===== src/rtl/md_countdown_ctrl_if.sv =====
// Control/status bundle for md_countdown_ctrl.
// master: the side that drives start/hold/abort/load_val and observes status.
// slave: the countdown controller itself.
interface md_countdown_ctrl_if #(
  parameter int unsigned CNT_W = 4
);
  logic             start;
  logic             hold;
  logic             abort;
  logic [CNT_W-1:0] load_val;
  logic [CNT_W-1:0] count;
  logic [1:0]       state;
  logic             busy;
  logic             done;
  logic [3:0]       reloads;

  modport master (
    output start, hold, abort, load_val,
    input  count, state, busy, done, reloads
  );

  modport slave (
    input  start, hold, abort, load_val,
    output count, state, busy, done, reloads
  );
endinterface


===== src/rtl/md_countdown_ctrl.sv =====
// Programmable countdown controller: loads a start value, decrements it once every
// TICK_DIV clocks, supports hold/resume and abort, and pulses done on terminal count.
// Optional feature macro: MD_CDC_AUTO_RELOAD_EN (auto-reload from load_val on terminal
// count, with a saturating reload counter). Undefined: one-shot, reloads stays 0.
module md_countdown_ctrl #(
  parameter int unsigned CNT_W    = 4,
  parameter int unsigned TICK_DIV = 4
) (
  input  logic                i_clk,
  input  logic                i_rst_n,
  md_countdown_ctrl_if.slave  bus
);

  typedef enum logic [1:0] {
    StIdle  = 2'b00,
    StRun   = 2'b01,
    StPause = 2'b10
  } state_e;

  // Prescaler compares against the last phase of the tick period.
  localparam logic [7:0] TickMax = 8'(TICK_DIV - 1);

  state_e           r_state;
  logic [CNT_W-1:0] r_count;
  logic [7:0]       r_presc;
  logic             r_busy;
  logic             r_done;
  logic [3:0]       r_reloads;

  state_e           w_state_d;
  logic [CNT_W-1:0] w_count_d;
  logic [7:0]       w_presc_d;
  logic             w_done_d;
  logic [3:0]       w_reloads_d;
  logic             w_tick;

  assign w_tick = (r_presc == TickMax);

  // Next-state logic; priority is abort > start (idle only) > hold > tick.
  always_comb begin
    w_state_d   = r_state;
    w_count_d   = r_count;
    w_presc_d   = r_presc;
    w_done_d    = 1'b0;
    w_reloads_d = r_reloads;

    if (bus.abort) begin
      w_state_d = StIdle;
      w_count_d = '0;
      w_presc_d = '0;
    end else begin
      unique case (r_state)
        StIdle: begin
          if (bus.start) begin
            if (bus.load_val != '0) begin
              w_count_d = bus.load_val;
              w_presc_d = '0;
              w_state_d = StRun;
            end else begin
              // Zero-length run: report completion without ever going busy.
              w_done_d = 1'b1;
            end
          end
        end
        StRun: begin
          if (bus.hold) begin
            w_state_d = StPause;
          end else if (w_tick) begin
            w_presc_d = '0;
            if (r_count == CNT_W'(1)) begin
              w_done_d = 1'b1;
`ifdef MD_CDC_AUTO_RELOAD_EN
              w_count_d   = bus.load_val;
              w_reloads_d = (r_reloads == 4'd15) ? r_reloads : r_reloads + 4'd1;
              if (bus.load_val == '0) begin
                w_state_d = StIdle;
              end
`else
              w_count_d = '0;
              w_state_d = StIdle;
`endif
            end else begin
              w_count_d = r_count - CNT_W'(1);
            end
          end else begin
            w_presc_d = r_presc + 8'd1;
          end
        end
        StPause: begin
          // Resume edge does not advance the prescaler.
          if (!bus.hold) begin
            w_state_d = StRun;
          end
        end
        default: begin
          w_state_d = StIdle;
        end
      endcase
    end
  end

  // State and output registers.
  always_ff @(posedge i_clk or negedge i_rst_n) begin
    if (!i_rst_n) begin
      r_state   <= StIdle;
      r_count   <= '0;
      r_presc   <= '0;
      r_busy    <= 1'b0;
      r_done    <= 1'b0;
      r_reloads <= '0;
    end else begin
      r_state   <= w_state_d;
      r_count   <= w_count_d;
      r_presc   <= w_presc_d;
      r_busy    <= (w_state_d != StIdle);
      r_done    <= w_done_d;
      r_reloads <= w_reloads_d;
    end
  end

  assign bus.count   = r_count;
  assign bus.state   = r_state;
  assign bus.busy    = r_busy;
  assign bus.done    = r_done;
  assign bus.reloads = r_reloads;

endmodule


===== src/flat_wrapper.sv =====
// flat-port wrapper written by rule: the top's interface ports become plain ports
module md_countdown_ctrl_flat 
#(
  parameter int unsigned CNT_W    = 4,
  parameter int unsigned TICK_DIV = 4
)
  (i_clk, i_rst_n, bus_start, bus_hold, bus_abort, bus_load_val, bus_count, bus_state, bus_busy, bus_done, bus_reloads);
  md_countdown_ctrl_if #(.CNT_W(CNT_W)) bus_i ();
  input  logic i_clk;
  input  logic i_rst_n;
  input wire logic [$bits(bus_i.start)-1:0] bus_start;
  input wire logic [$bits(bus_i.hold)-1:0] bus_hold;
  input wire logic [$bits(bus_i.abort)-1:0] bus_abort;
  input wire logic [$bits(bus_i.load_val)-1:0] bus_load_val;
  output wire logic [$bits(bus_i.count)-1:0] bus_count;
  output wire logic [$bits(bus_i.state)-1:0] bus_state;
  output wire logic [$bits(bus_i.busy)-1:0] bus_busy;
  output wire logic [$bits(bus_i.done)-1:0] bus_done;
  output wire logic [$bits(bus_i.reloads)-1:0] bus_reloads;
  assign bus_i.start = bus_start;
  assign bus_i.hold = bus_hold;
  assign bus_i.abort = bus_abort;
  assign bus_i.load_val = bus_load_val;
  assign bus_count = bus_i.count;
  assign bus_state = bus_i.state;
  assign bus_busy = bus_i.busy;
  assign bus_done = bus_i.done;
  assign bus_reloads = bus_i.reloads;
  md_countdown_ctrl #(.CNT_W(CNT_W), .TICK_DIV(TICK_DIV)) u_core (.i_clk(i_clk), .i_rst_n(i_rst_n), .bus(bus_i));
endmodule

===== config.mk =====
export PLATFORM = sky130hd
export DESIGN_NAME = md_countdown_ctrl_flat
export DESIGN_NICKNAME = d
export VERILOG_FILES = /design/src/rtl/md_countdown_ctrl_if.sv /design/src/rtl/md_countdown_ctrl.sv /design/src/flat_wrapper.sv
export SDC_FILE = /design/constraint.sdc
export NUM_CORES = 1
export LEC_CHECK = 0
export CELL_PAD_IN_SITES_DETAIL_PLACEMENT = 1
export CELL_PAD_IN_SITES_GLOBAL_PLACEMENT = 1
export CORE_UTILIZATION = 43
export CTS_BUF_LIST = sky130_fd_sc_hd__clkbuf_8
export CTS_CLUSTER_DIAMETER = 120
export DETAILED_ROUTE_END_ITERATION = 16
export PLACE_DENSITY_LB_ADDON = 0.1
export SYNTH_ARGS = -nofsm -noshare
export SYNTH_HDL_FRONTEND = slang
export SYNTH_SLANG_ARGS = --single-unit

===== constraint.sdc =====
create_clock -name i_clk -period 4.2 [get_ports i_clk]
set_input_delay 0.84 -clock i_clk [delete_from_list [all_inputs] [get_ports i_clk]]
set_output_delay 0.84 -clock i_clk [all_outputs]
set_load 0.05 [all_outputs]

==> run summary <==
Post-CTS resize count -> 0
Die width -> 50.94 um
Routability cong. -> 0.8014
Setup Fix Bufs, Post-CTS -> 0
Sequential fraction of the synthesis area -> 38.88%
Total power -> 0.4402 mW
Fmax -> 368.0 MHz
Num Clock Sinks -> 16
Global-route wire length before repair -> 4.264 mm
Pleak -> 0.4935 nW
Min Clock Period, post-route -> 2.717 ns
Max-Cap Viols -> 0
Skew final -> 0.003812 ns
Critical Path AT -> 2.88 ns
Total CTS buffers -> 3
Req. time, crit path -> 4.37 ns
Cell Rows -> 17
Worst vdd ir -> 195.1 uV
Routed len/inst -> 16.55 um
Setup violators final -> 0
Clock slew at reported path FFs -> 0.06 ns
Final nets -> 135
H-tree Lvls -> 1
Hold buffers post-CTS -> 0
Power per cell area -> 358.3 mW/mm2
Core outline area -> 0.002233 mm2
Vias -> 863
Slowest cell on crit path -> a211oi_2
Buffers on Ports -> 16
Pre-antenna DRT Iters -> 4
GRT overflow -> 0
Slew Limit Fails -> 0
Gr usage total -> 22.38%
Ys Warns -> 0
Vias in the first global route -> 890
Yosys reg bits -> 16
Synth Cell Area -> 0.001030 mm2
Part of the cycle the worst path needs -> 64.70%
Initial antenna violation count -> 0
Syn_area_per_cell -> 9.535 um2
Final ANT Viol Nets -> 0
Skew-Pair Late Insertion Delay -> 0.25 ns
Distinct cells, synth -> 40
Die H -> 50.94 um
Main synth FF type -> dfrtp_1
Worst-case clock buffer depth -> 2
# fillers -> 260
Largest stage delay, worst path -> 0.93 ns
Effective utilization at floorplan -> 46.11%
CTS tree -> yes
Setup TNS -> 0 ns
Type of the worst min-delay path -> reg -> reg
Total wire length -> 2.482 mm
EDFF count, synth -> 0
DRT iter0 DRCs -> 23
Final Hold Viols -> 0
DIE AREA -> 0.002594 mm2
# DRC -> 0
Synth async-reset ratio -> 100.0%
WS Path Type -> in -> reg
Gate Count Post-Synth -> 108
Antenna diodes -> 0
Area delta synth->final -> 19.32%
Worst setup SP type -> input pin
RSZ-0062 raised after global routing -> no
CTS root buffer -> clkbuf_8
Slew HR -> 32.45%
Worst-Margin Slew -> 1.011 ns
Io pins -> 21
Crit path max fanout -> 18
Most frequent cells in the layout -> clkdlybuf4s50_1, dfrtp_1, a31oi_1
Status -> finished clean
Via/cell ratio -> 5.753
Crit. End Element -> flop
Post-layout util -> 55.01%
Share of cells above drive strength 1 -> 10.66%
Detailed Place HPWL -> 1.764 mm
CP cell instances -> clkdlybuf4s50_1, a211oi_2, a21bo_2, a31oi_1
Largest net degree at the start of global routing -> 19
==> per-layer routing <==
metal	GRT usage (%)	part of all wire [%]	routed length [um]
met5	0	0	0
met4	9.259	0.68	17
met3	2.679	3.5	88
met2	34.43	48	1202
met1	31.58	47	1174
==> report_power, final <==
group | internal (mW) | switching, mW | total, mW
clock | 0.0831 | 0.0523 | 0.135
combinational | 0.0464 | 0.0817 | 0.128
sequential | 0.163 | 0.0134 | 0.177
==> cells in the mapped netlist (2+ instances only) <==
master | n | area share, %
nand2b_1 | 4 | 2.4
dfrtp_1 | 16 | 39
a31oi_1 | 9 | 5.5
o31ai_1 | 3 | 2.2
buf_2 | 2 | 0.97
nor3_1 | 5 | 2.4
nand3_1 | 5 | 2.4
ha_1 | 3 | 3.6
a21oi_1 | 4 | 1.9
or2_2 | 2 | 1.2
nor2_1 | 6 | 2.2
inv_1 | 2 | 0.73
xnor2_1 | 2 | 1.7
buf_4 | 5 | 3.6
nor3b_1 | 3 | 2.2
nand2_1 | 6 | 2.2
o21ai_0 | 7 | 3.4
and3_1 | 2 | 1.2
==> flip-flops by register name, indices dropped and copies added (netlist names) <==
register          count
u_core.bus.state      2
u_core.bus.busy       1
u_core.bus.done       1
u_core.bus.count      4
u_core.r_presc        8
==> per-stage QoR <==
stage / area, um2 / hold WS [ns] / worst slack, ns / std cells
6_report: 1229 / 0.4974 / 1.483 / 150
5_1_grt: 1229 / 0.5164 / 1.377 / 150
4_1_cts: 1229 / 0.4983 / 1.529 / 150
3_5_place_dp: 1174 / 0.4854 / 1.265 / 146
3_3_place_gp: 1174 / 0.4752 / 1.344 / 146
2_1_floorplan: 1041 / 0.4533 / 2.015 / 111
==> layout make-up <==
| cell class | instances | area [um2] | share of cell area [%] |
|---|---|---|---|
| inverters | 2 | 7.507 | 0.6110 |
| clock buffers | 4 | 55.05 | 4.481 |
| repair buffers | 16 | 160.2 | 13.03 |
| multi-input cells | 84 | 570.5 | 46.44 |
| flip-flops and latches | 16 | 400.4 | 32.59 |
| well taps | 28 | 35.03 | 2.851 |
==> path summary, 6_finish.rpt <==
check,from,endpoint,slack [ns],cells past startpoint
setup / recovery,bus_abort,u_core.r_presc[7],1.48,4
hold / removal,u_core.r_presc[7],u_core.r_presc[7],0.50,1
setup reg to reg,u_core.r_presc[0],u_core.r_presc[7],1.95,5
hold reg to reg,u_core.r_presc[7],u_core.r_presc[7],0.50,1
max in group asynchronous,i_rst_n,u_core.r_presc[3],2.69,1
min in group asynchronous,i_rst_n,u_core.bus.busy,1.04,1
==> logic make-up (layout without fill, tap and decap cells) <==
kind of cell	after synthesis	in the layout	share of synthesized area, %
xor+xnor	2	2	1.701
fa+ha+maj	3	3	3.646
flops	16	16	38.88
compound gates	34	34	24.30
other cells	1	4	0.3642
simple gates	39	39	22.23
buf+inv	11	22	6.805
mux	2	2	2.066
==> critical path: cells and delay by family <==
family / cells / cell delay (ns)
buffers and inverters: 1 / 0.63
AO/OA/AOI/OAI: 3 / 1.40
Power figures use the tool's default switching activity.
